<file path="config.mk">
export PLATFORM = sky130hd
export DESIGN_NAME = nanosoc_rr_output_arbiter
export DESIGN_NICKNAME = d
export VERILOG_FILES = /design/src/rtl/nanosoc_bm_pkg.sv /design/src/rtl/nanosoc_burst_tracker.sv /design/src/rtl/nanosoc_rr_output_arbiter.sv
export SDC_FILE = /design/constraint.sdc
export NUM_CORES = 1
export LEC_CHECK = 0
export BUFFER_PORTS_ARGS = -buffer_cell sky130_fd_sc_hd__buf_2
export CAP_MARGIN = 20
export CORE_MARGIN = 2
export CORE_UTILIZATION = 30
export DETAILED_ROUTE_END_ITERATION = 16
export SLEW_MARGIN = 20
export SYNTH_ARGS = -nofsm -noshare
export SYNTH_HDL_FRONTEND = slang
export SYNTH_SLANG_ARGS = --single-unit
</file>
<file path="constraint.sdc">
create_clock -name HCLK -period 2.6 [get_ports HCLK]
set_clock_uncertainty 0.05 [all_clocks]
set_input_delay 0.26 -clock HCLK [delete_from_list [all_inputs] [get_ports HCLK]]
set_output_delay 0.26 -clock HCLK [all_outputs]
set_load 0.1 [all_outputs]
</file>
<file path="src/rtl/nanosoc_bm_pkg.sv">
// Shared bus-matrix definitions: AHB transfer/burst codes and burst length helper.
package nanosoc_bm_pkg;

  typedef enum logic [1:0] {
    HTRANS_IDLE   = 2'b00,
    HTRANS_BUSY   = 2'b01,
    HTRANS_NONSEQ = 2'b10,
    HTRANS_SEQ    = 2'b11
  } htrans_t;

  typedef enum logic [2:0] {
    HBURST_SINGLE = 3'b000,
    HBURST_INCR   = 3'b001,
    HBURST_WRAP4  = 3'b010,
    HBURST_INCR4  = 3'b011,
    HBURST_WRAP8  = 3'b100,
    HBURST_INCR8  = 3'b101,
    HBURST_WRAP16 = 3'b110,
    HBURST_INCR16 = 3'b111
  } hburst_t;

  // Number of SEQ beats that follow the NONSEQ of a fixed-length burst;
  // zero for SINGLE and undefined-length INCR, which are never protected.
  function automatic logic [3:0] burst_beats(input hburst_t hburst);
    case (hburst)
      HBURST_WRAP16, HBURST_INCR16: burst_beats = 4'd15;
      HBURST_WRAP8,  HBURST_INCR8:  burst_beats = 4'd7;
      HBURST_WRAP4,  HBURST_INCR4:  burst_beats = 4'd3;
      default:                      burst_beats = 4'd0;
    endcase
  endfunction

endpackage

</file>
<file path="src/rtl/nanosoc_burst_tracker.sv">
// Tracks the remaining beats of a fixed-length burst on an output port and
// raises next_hold while that burst must not be split. Repeated NONSEQs inside
// a protected burst are treated as early termination and eventually release it.
module nanosoc_burst_tracker
  import nanosoc_bm_pkg::*;
(
  input  logic       clk,
  input  logic       reset,
  input  logic       ready,
  input  logic       sel,
  input  logic [1:0] trans,
  input  logic [2:0] burst,
  output logic       next_hold
);

  logic [3:0] cnt;
  logic       hold;
  logic [1:0] early_term_cnt;
  logic [3:0] next_cnt;
  logic [1:0] next_early_term_cnt;

  // Next burst state from the transfer currently on the output port.
  always_comb begin
    next_cnt            = cnt;
    next_hold           = hold;
    next_early_term_cnt = early_term_cnt;
    if (!sel) begin
      next_cnt  = 4'd0;
      next_hold = 1'b0;
    end else begin
      case (htrans_t'(trans))
        HTRANS_IDLE: begin
          next_cnt  = 4'd0;
          next_hold = 1'b0;
        end
        HTRANS_NONSEQ: begin
          if (early_term_cnt == 2'd2) begin
            next_cnt  = 4'd0;
            next_hold = 1'b0;
          end else begin
            next_cnt  = burst_beats(hburst_t'(burst));
            next_hold = (next_cnt != 4'd0);
            if (hold) begin
              next_early_term_cnt = early_term_cnt + 2'd1;
            end
          end
        end
        HTRANS_SEQ: begin
          next_cnt = cnt - 4'd1;
          if (cnt == 4'd1) begin
            next_hold = 1'b0;
          end
        end
        default: begin
        end
      endcase
    end
    if (!next_hold) begin
      next_early_term_cnt = 2'd0;
    end
  end

  // Burst state advances only on completed transfers.
  always_ff @(posedge clk) begin
    if (reset) begin
      cnt            <= 4'd0;
      hold           <= 1'b0;
      early_term_cnt <= 2'd0;
    end else if (ready) begin
      cnt            <= next_cnt;
      hold           <= next_hold;
      early_term_cnt <= next_early_term_cnt;
    end
  end

endmodule

</file>
<file path="src/rtl/nanosoc_rr_output_arbiter.sv">
// Round-robin output-stage arbiter: one per slave port. Keeps fixed bursts and
// locked sequences intact and limits how long an INCR stream holds the port.
module nanosoc_rr_output_arbiter
  import nanosoc_bm_pkg::*;
#(
  parameter int NPORTS     = 4,
  parameter int PW         = 2,
  parameter int INCR_LIMIT = 16
) (
  input  logic              HCLK,
  input  logic              HRESET,
  input  logic [NPORTS-1:0] req_port,
  input  logic              HREADYM,
  input  logic              HSELM,
  input  logic [1:0]        HTRANSM,
  input  logic [2:0]        HBURSTM,
  input  logic              HMASTLOCKM,
  output logic [PW-1:0]     addr_in_port,
  output logic [NPORTS-1:0] grant_onehot,
  output logic              no_port
);

  localparam logic [7:0] LIMIT = 8'(INCR_LIMIT);

  logic                next_hold;
  logic [PW-1:0]       ptr;
  logic [7:0]          incr_cnt;
  logic                limit_hit;
  logic                owner_active;
  logic [NPORTS-1:0]   masked_req;
  logic [2*NPORTS-1:0] dbl_req;
  logic [PW:0]         idx;
  logic                found;
  logic [PW-1:0]       winner;
  logic [PW-1:0]       next_addr;
  logic                next_no_port;
  logic [NPORTS-1:0]   next_onehot;
  logic [PW-1:0]       next_ptr;
  logic                take_winner;
  logic                owner_change;

  nanosoc_burst_tracker u_tracker (
    .clk       (HCLK),
    .reset     (HRESET),
    .ready     (HREADYM),
    .sel       (HSELM),
    .trans     (HTRANSM),
    .burst     (HBURSTM),
    .next_hold (next_hold)
  );

  // Fairness limit and the request set offered to the round-robin search.
  always_comb begin
    owner_active = HSELM && (HTRANSM != HTRANS_IDLE);
    limit_hit    = (incr_cnt == LIMIT) && (|(req_port & ~grant_onehot));
    masked_req   = limit_hit ? (req_port & ~grant_onehot) : req_port;
  end

  // First requester at or after ptr, wrapping through a doubled request vector.
  always_comb begin
    dbl_req = {masked_req, masked_req};
    idx     = '0;
    found   = 1'b0;
    winner  = '0;
    for (int i = 0; i < NPORTS; i++) begin
      idx = {1'b0, ptr} + (PW+1)'(i);
      if (!found && dbl_req[idx]) begin
        found  = 1'b1;
        winner = (idx >= (PW+1)'(NPORTS)) ? PW'(idx - (PW+1)'(NPORTS)) : PW'(idx);
      end
    end
  end

  // Grant decision in priority order: lock/burst, active owner, search, idle.
  always_comb begin
    next_addr    = addr_in_port;
    next_no_port = no_port;
    take_winner  = 1'b0;
    if (HMASTLOCKM || next_hold) begin
      next_addr    = addr_in_port;
    end else if (owner_active && !limit_hit) begin
      next_addr    = addr_in_port;
    end else if (found) begin
      next_addr    = winner;
      next_no_port = 1'b0;
      take_winner  = 1'b1;
    end else if (HSELM) begin
      next_no_port = 1'b0;
    end else begin
      next_no_port = 1'b1;
    end
    next_onehot  = next_no_port ? '0 : (NPORTS'(1) << next_addr);
    next_ptr     = (winner == PW'(NPORTS - 1)) ? '0 : winner + 1'b1;
    owner_change = !next_no_port && (no_port || (next_addr != addr_in_port));
  end

  // Registered grant, round-robin pointer and INCR beat counter.
  always_ff @(posedge HCLK) begin
    if (HRESET) begin
      addr_in_port <= '0;
      no_port      <= 1'b1;
      grant_onehot <= '0;
      ptr          <= '0;
      incr_cnt     <= 8'd0;
    end else if (HREADYM) begin
      addr_in_port <= next_addr;
      no_port      <= next_no_port;
      grant_onehot <= next_onehot;
      if (take_winner) begin
        ptr <= next_ptr;
      end
      if (owner_change || (HTRANSM == HTRANS_IDLE)) begin
        incr_cnt <= 8'd0;
      end else if (HSELM && !next_hold && incr_cnt != LIMIT &&
                   (HTRANSM == HTRANS_NONSEQ || HTRANSM == HTRANS_SEQ)) begin
        incr_cnt <= incr_cnt + 8'd1;
      end
    end
  end

endmodule
</file>
**Word-level counts from Yosys, hierarchy flattened**

Cells that the tools add are included.

- Flip-flop bits (word level): 24
- Bits in latches: 0
- Memory bits (writable): 0
- ROM bits: 0
- Logic and storage cells: 132
- Memories: 0

- Add/sub/neg operators: 11
- Multiply operators: 0
- Div/mod/pow operators: 0
- Magnitude comparators: 8
- Equal/unequal tests: 19
- Shifts and indexed selects: 1
- Mux-type cells: 51
- Bitwise gates (word level): 2
- Reduce and logical (&&, ||, !) cells: 32

Operators with widths:

| kind | number |
|---|---|
| two-way mux 2 bit | 17 |
| two-way mux 4 bit | 7 |
| case mux 4 bit (3 select lines) | 2 |
| two-way mux 1 bit | 18 |
| two-way mux 8 bit | 2 |
| == test 3 bit, second input constant | 4 |
| less-than comparator 3 x 4 -> 1 bit, second input constant | 3 |
| logical AND 1 bit | 10 |
| binary-select mux 1 bit (select 3 bit) | 3 |
| greater-or-equal comparator 3 bit, second input constant | 3 |
| adder 8 x 1 -> 8 bit, second input constant | 1 |
| == test 2 bit, second input constant | 4 |
| == test 8 x 5 -> 1 bit, second input constant | 1 |
| inequality test 8 x 5 -> 1 bit, second input constant | 1 |
| subtractor 2 x 1 -> 2 bit, second input constant | 4 |
| adder 2 x 2 -> 3 bit, second input constant | 2 |
| == test 3 x 2 -> 1 bit, second input constant | 2 |
| zero test 1 bit | 6 |
| AND reduction 2 bit | 3 |
| OR reduction 2 bit | 3 |
| AND reduction 5 bit | 1 |
| adder 2 x 1 -> 2 bit, second input constant | 2 |
| AND 4 bit | 1 |
| == test 4 x 1 -> 1 bit, second input constant | 1 |
| other kinds (17) | 23 |

**Logic depth before layout (Yosys ltp)**

- Depth in word-level cells: 26
- Depth in mapped cells: 12

**By module**

From an unflattened synthesis, not the netlist that was laid out.

- Cell total of the unflattened synthesis: 194
- Area total of the unflattened synthesis: 1609.0 um2

Modules (own cells, without submodules):

| module | instances | cells an instance | area an instance (um2) | seq. area each (um2) |
|---|---|---|---|---|
| nanosoc_rr_output_arbiter | 1 | 138 | 1131.1 | 340.3 |
| nanosoc_burst_tracker | 1 | 56 | 478.0 | 140.1 |

**Worst setup path before layout**

Ideal clock, no wire load.

- Path kind: flip-flop to flip-flop
- Start point: register grant_onehot[2]
- End point: register incr_cnt[5]
- Setup time: 70 ps
- Arrival time: 3177 ps
- Slack: -698 ps
- Cell stages (with the launch flop): 10
- Buffers on the path: 0
- Clock period less this slack: 3298 ps
- Cell sequence: dfxtp_1 -> or2b_2 -> o2111ai_1 -> a31oi_1 -> o221ai_1 -> or3_1 -> nand4b_2 -> a221oi_2 -> or4_1 -> a21oi_1

- Cells in the longest elaborated chain, start to end: 26

RTL lines:

| item | RTL line | source |
|---|---|---|
| from (decl) | nanosoc_rr_output_arbiter.sv:19 | `output logic [NPORTS-1:0] grant_onehot,` |
| from (signal assigned) | nanosoc_rr_output_arbiter.sv:108 | `grant_onehot <= next_onehot;` |
| inverter 4 bit (*) | nanosoc_rr_output_arbiter.sv:55, nanosoc_rr_output_arbiter.sv:56 |  |
| AND 4 bit (*) | nanosoc_rr_output_arbiter.sv:55, nanosoc_rr_output_arbiter.sv:56 |  |
| OR reduction 4 bit | nanosoc_rr_output_arbiter.sv:55 | `limit_hit = (incr_cnt == LIMIT) && (\|(req_port & ~grant_onehot));` |
| logical AND 1 bit | nanosoc_rr_output_arbiter.sv:55 |  |
| two-way mux 4 bit | nanosoc_rr_output_arbiter.sv:56 | `masked_req = limit_hit ? (req_port & ~grant_onehot) : req_port;` |
| binary-select mux 1 bit (select 2 bit) | nanosoc_rr_output_arbiter.sv:67 | `if (!found && dbl_req[idx]) begin` |
| two-way mux 1 bit (not written as such) | nanosoc_rr_output_arbiter.sv:67 |  |
| two-way mux 1 bit | nanosoc_rr_output_arbiter.sv:67 |  |
| [10 not listed] | -- |  |
| two-way mux 2 bit | nanosoc_rr_output_arbiter.sv:81 | `end else if (owner_active && !limit_hit) begin` |
| two-way mux 2 bit | nanosoc_rr_output_arbiter.sv:79 | `if (HMASTLOCKM \|\| next_hold) begin` |
| inequality test 2 bit | nanosoc_rr_output_arbiter.sv:94 | `owner_change = !next_no_port && (no_port \|\| (next_addr != addr_in_port));` |
| logical OR 1 bit | nanosoc_rr_output_arbiter.sv:94 |  |
| logical AND 1 bit (*) | nanosoc_rr_output_arbiter.sv:94 |  |
| logical OR 1 bit (*) | nanosoc_rr_output_arbiter.sv:112 | `if (owner_change \|\| (HTRANSM == HTRANS_IDLE)) begin` |
| nonzero test 2 bit (no source line) | -- |  |
| AND reduction 2 bit (no source line) | -- |  |
| to (signal assigned) | nanosoc_rr_output_arbiter.sv:116 | `incr_cnt <= incr_cnt + 8'd1;` |
| to (decl) | nanosoc_rr_output_arbiter.sv:27 | `logic [7:0] incr_cnt;` |

Every way passes the cells marked *; elsewhere a longest branch is shown, timed or not. The select of a mux whose other input is x is not followed.
A chain may end at the register's enable or synchronous reset.

**Worst setup path in the final report**

- Start point: register incr_cnt[1]
- End point: register incr_cnt[7]

- Cells in the longest elaborated chain, start to end: 24

RTL lines:

| item | RTL line |
|---|---|
| == test 8 x 5 -> 1 bit | nanosoc_rr_output_arbiter.sv:55 |
| logical AND 1 bit | nanosoc_rr_output_arbiter.sv:55 |
| two-way mux 4 bit | nanosoc_rr_output_arbiter.sv:56 |
| binary-select mux 1 bit (select 2 bit) | nanosoc_rr_output_arbiter.sv:67 |
| two-way mux 1 bit (not written as such) | nanosoc_rr_output_arbiter.sv:67 |
| two-way mux 1 bit | nanosoc_rr_output_arbiter.sv:67 |
| zero test 1 bit | nanosoc_rr_output_arbiter.sv:67 |
| logical AND 1 bit | nanosoc_rr_output_arbiter.sv:67 |
| [8 not listed] | -- |
| two-way mux 2 bit | nanosoc_rr_output_arbiter.sv:81 |
| two-way mux 2 bit | nanosoc_rr_output_arbiter.sv:79 |
| inequality test 2 bit | nanosoc_rr_output_arbiter.sv:94 |
| logical OR 1 bit | nanosoc_rr_output_arbiter.sv:94 |
| logical AND 1 bit | nanosoc_rr_output_arbiter.sv:94 |
| logical OR 1 bit | nanosoc_rr_output_arbiter.sv:112 |
| nonzero test 2 bit (no source line) | -- |
| AND reduction 2 bit (no source line) | -- |

Several ways; a longest one is shown, not always the timed one. The select of a mux whose other input is x is not followed.

==> impl_metrics.toml <==
[placement]
detailed_place_hpwl_um = 2890
dp_slack_ns = -0.255
detailed_place.area_um2 = 2130
numPortBuffers = 19
finalWeightedCongestion = 0.782

[timing]
tightestPinTransition_ns = 0.580
worst_hold_slack_ns = 0.332
report.final.hold_viol_count = 0
max_freq_mhz = 352
finalSetupViolations = 12
timing.slew.headroom_pct = 60.9
final_max_slew_viol_count = 0
final_critical_path_setup_slack_ns = -0.244
post_route_fraction_of_the_period_consumed_by_the_critical_path_pct = 109
fin_crit_ns = 2.84
setup_repair_after_global_routing_missed_its_margin = "yes"

[power]
leakage_nw = 0.903
power-per-cell-area_nw_per_um2 = 421
worst_ir_drop_vdd_mv = 0.265
p_total_w = 0.000977

[floorplan]
core_um2 = 5140
initial_core_util_pct = 31.3
pin_count = 21
fp.dieH_um = 77.2
fp.dieArea_um2 = 5970
placementRows = 26
die_width_um = 77.2

[detailed_routing]
num_vias = 1629
first_drt_pass_iteration_count = 4
post-route-drc-count = 0
drt-vias-per-instance = 5.03
detail_route.wirelength_um = 4080
drt-wirelength-per-cell_um = 12.6
route.antenna.remaining_nets = 0
dr.first_iter.drc_count = 69

[worst_setup_path]
critical_path_class = "reg2reg"
critical_path_required_ns = 2.76
critical_path.startpoint_type = "flip-flop"
critical_path.max_fanout = 13
worstPathArrival_ns = 3.00
crit_path_end_kind = "flip-flop"

[finish]
antenna_cells = 0
area_delta_synth_final_pct = 44.3
finish.instance_area_um2 = 2320
final_layout_net_count = 274
layout.area.seq_um2 = 498
multiInputGateArea_um2 = 1220
final.fill_count = 520
post_route_cells_drive_above_1_share_pct = 41.3

[cts]
worstSkewPairLatency_ns = 0.27
htreeDepth = 1
tritoncts_num_sinks = 24
cts-root-buf = "sky130_fd_sc_hd__clkbuf_8"
cts.clk_slew.worst_paths_ns = 0.09
cts_tree = "yes"
holdBufCountCts = 0
cts_max_path_bufs = 2
cts_buffers = 3

[global_routing]
track_usage_pct = 13.6
grt_overflow_total = 0
grt_first_pass_wirelength_um = 6700
largest_net_degree_at_the_start_of_global_routing = 20
grt_antenna_before_repair = 0
grt_pass1_vias = 1450

[yosys]
syn_area_per_cell_um2 = 8.09
ys_warn_count = 0
netlist_instances = 199
synth.top_cells.by_area = "sky130_fd_sc_hd__dfxtp_1 (30%), sky130_fd_sc_hd__nor2_1 (7.0%), sky130_fd_sc_hd__a21oi_1 (4.4%)"
mappedNetlistNets = 218
synth.most_common_cell = "sky130_fd_sc_hd__nor2_1"
synth-async-reset-ratio_pct = 0
ys.flop_type = "sky130_fd_sc_hd__dfxtp_1"
synth.ff_latch_count = 24
yosys.area.top_type_share_pct = 29.9
synth_largest_area_cell = "sky130_fd_sc_hd__dfxtp_1"
synth_edf_count = 0
synth.top_cells.by_count = "sky130_fd_sc_hd__nor2_1 (30), sky130_fd_sc_hd__dfxtp_1 (24), sky130_fd_sc_hd__nand2_1 (16)"
synth_sequential_area_ratio_pct = 29.9
post_synth_instance_area_um2 = 1610
yosys.cell_types.count = 53

[run_status]
status = "complete, but fails checks"
violated_checks = "setup timing"

[worst_hold_path]
min-delay-path-class = "in2reg"

[job]
maxCapViolations = 0
[layout by cell type (no fill, tap or decap), types with 5 or more instances in the layout]
cell	synthesis	routed
sky130_fd_sc_hd__dfxtp_1	24	18
sky130_fd_sc_hd__o21ai_0	9	5
sky130_fd_sc_hd__buf_2	0	19
sky130_fd_sc_hd__nand3_1	5	5
sky130_fd_sc_hd__nor2_1	30	30
sky130_fd_sc_hd__inv_1	13	11
sky130_fd_sc_hd__buf_4	0	36
sky130_fd_sc_hd__nand2_1	16	16
sky130_fd_sc_hd__a21oi_1	14	14
[final timing paths]
| path | to | depth (start not counted) | startpoint | slack, ns |
|---|---|---|---|---|
| setup / recovery | incr_cnt[7] | 12 | incr_cnt[1] | -0.24 |
| hold / removal | u_tracker.cnt[2] | 2 | HRESET | 0.33 |
| setup reg to reg | incr_cnt[7] | 12 | incr_cnt[1] | -0.24 |
| hold reg to reg | u_tracker.early_term_cnt[1] | 2 | u_tracker.early_term_cnt[1] | 0.46 |
[state kept, by name (all words and copies together) (netlist names)]
register and count:
u_tracker.early_term_cnt 2, u_tracker.hold 1, no_port 1, incr_cnt 8, ptr 2, grant_onehot 4
u_tracker.cnt 4, addr_in_port 2
[final cells by class]
cell class / instances / area share, %
well taps: 70 / 3.77
repair buffers: 58 / 17.6
flip-flops and latches: 24 / 21.4
clock buffers: 4 / 2.37
inverters: 13 / 2.10
multi-input cells: 155 / 52.7
[metal layers]
metal	vias to the layer above	GRT usage, %	share of wire (%)
met3	4	1.88	2.7
met2	22	21.8	47
met1	763	19.2	50
met5	-	0	0
met4	0	3.21	0.88
li1	840	-	-
[cells by family after synthesis]
group           share of synthesized area, %
compound gates                          27.3
simple gates                            27.6
fa+ha+maj                               3.89
mux                                     2.49
xor+xnor                                2.18
buf+inv                                 6.69
flops                                   29.9
[metrics by stage]
stage	util, %	TNS, ns	std cells
2_1_floorplan	-	-0.124	199
3_3_place_gp	41.5	-1.13	314
3_5_place_dp	41.5	-1.61	314
4_1_cts	43.4	-1.08	319
5_1_grt	45.2	-4.06	324
6_report	45.2	-1.56	324
[repair_timing]
| item | 4_1_cts | 5_1_grt |
|---|---|---|
| resized for setup | 10 | 8 |
| buffers inserted | 2 | 5 |
| pin swaps | 7 | 5 |
| endpoints found under the setup margin | 11 | 15 |
[power breakdown]
group | leakage [nW] | internal, W | switching (W)
sequential | 0.199 | 0.000378 | 0.0000134
combinational | 0.676 | 0.000146 | 0.000173
clock | 0.0288 | 0.000136 | 0.000131
total | 0.903 | 0.000660 | 0.000317
[critical path: stages, from the launching register on]
cell and delay [ns]:
sky130_fd_sc_hd__dfxtp_2 0.33, sky130_fd_sc_hd__inv_2 0.07, sky130_fd_sc_hd__ha_4 0.12, sky130_fd_sc_hd__nor4b_4 0.28
sky130_fd_sc_hd__nand3_4 0.16, sky130_fd_sc_hd__o311ai_4 0.32, sky130_fd_sc_hd__o221ai_2 0.16, sky130_fd_sc_hd__or3_4 0.40
sky130_fd_sc_hd__nand4b_4 0.12, sky130_fd_sc_hd__a221oi_4 0.08, sky130_fd_sc_hd__buf_12 0.16, sky130_fd_sc_hd__or4_4 0.40
sky130_fd_sc_hd__a21oi_1 0.12
No activity file was read; power rests on OpenSTA's default activity.
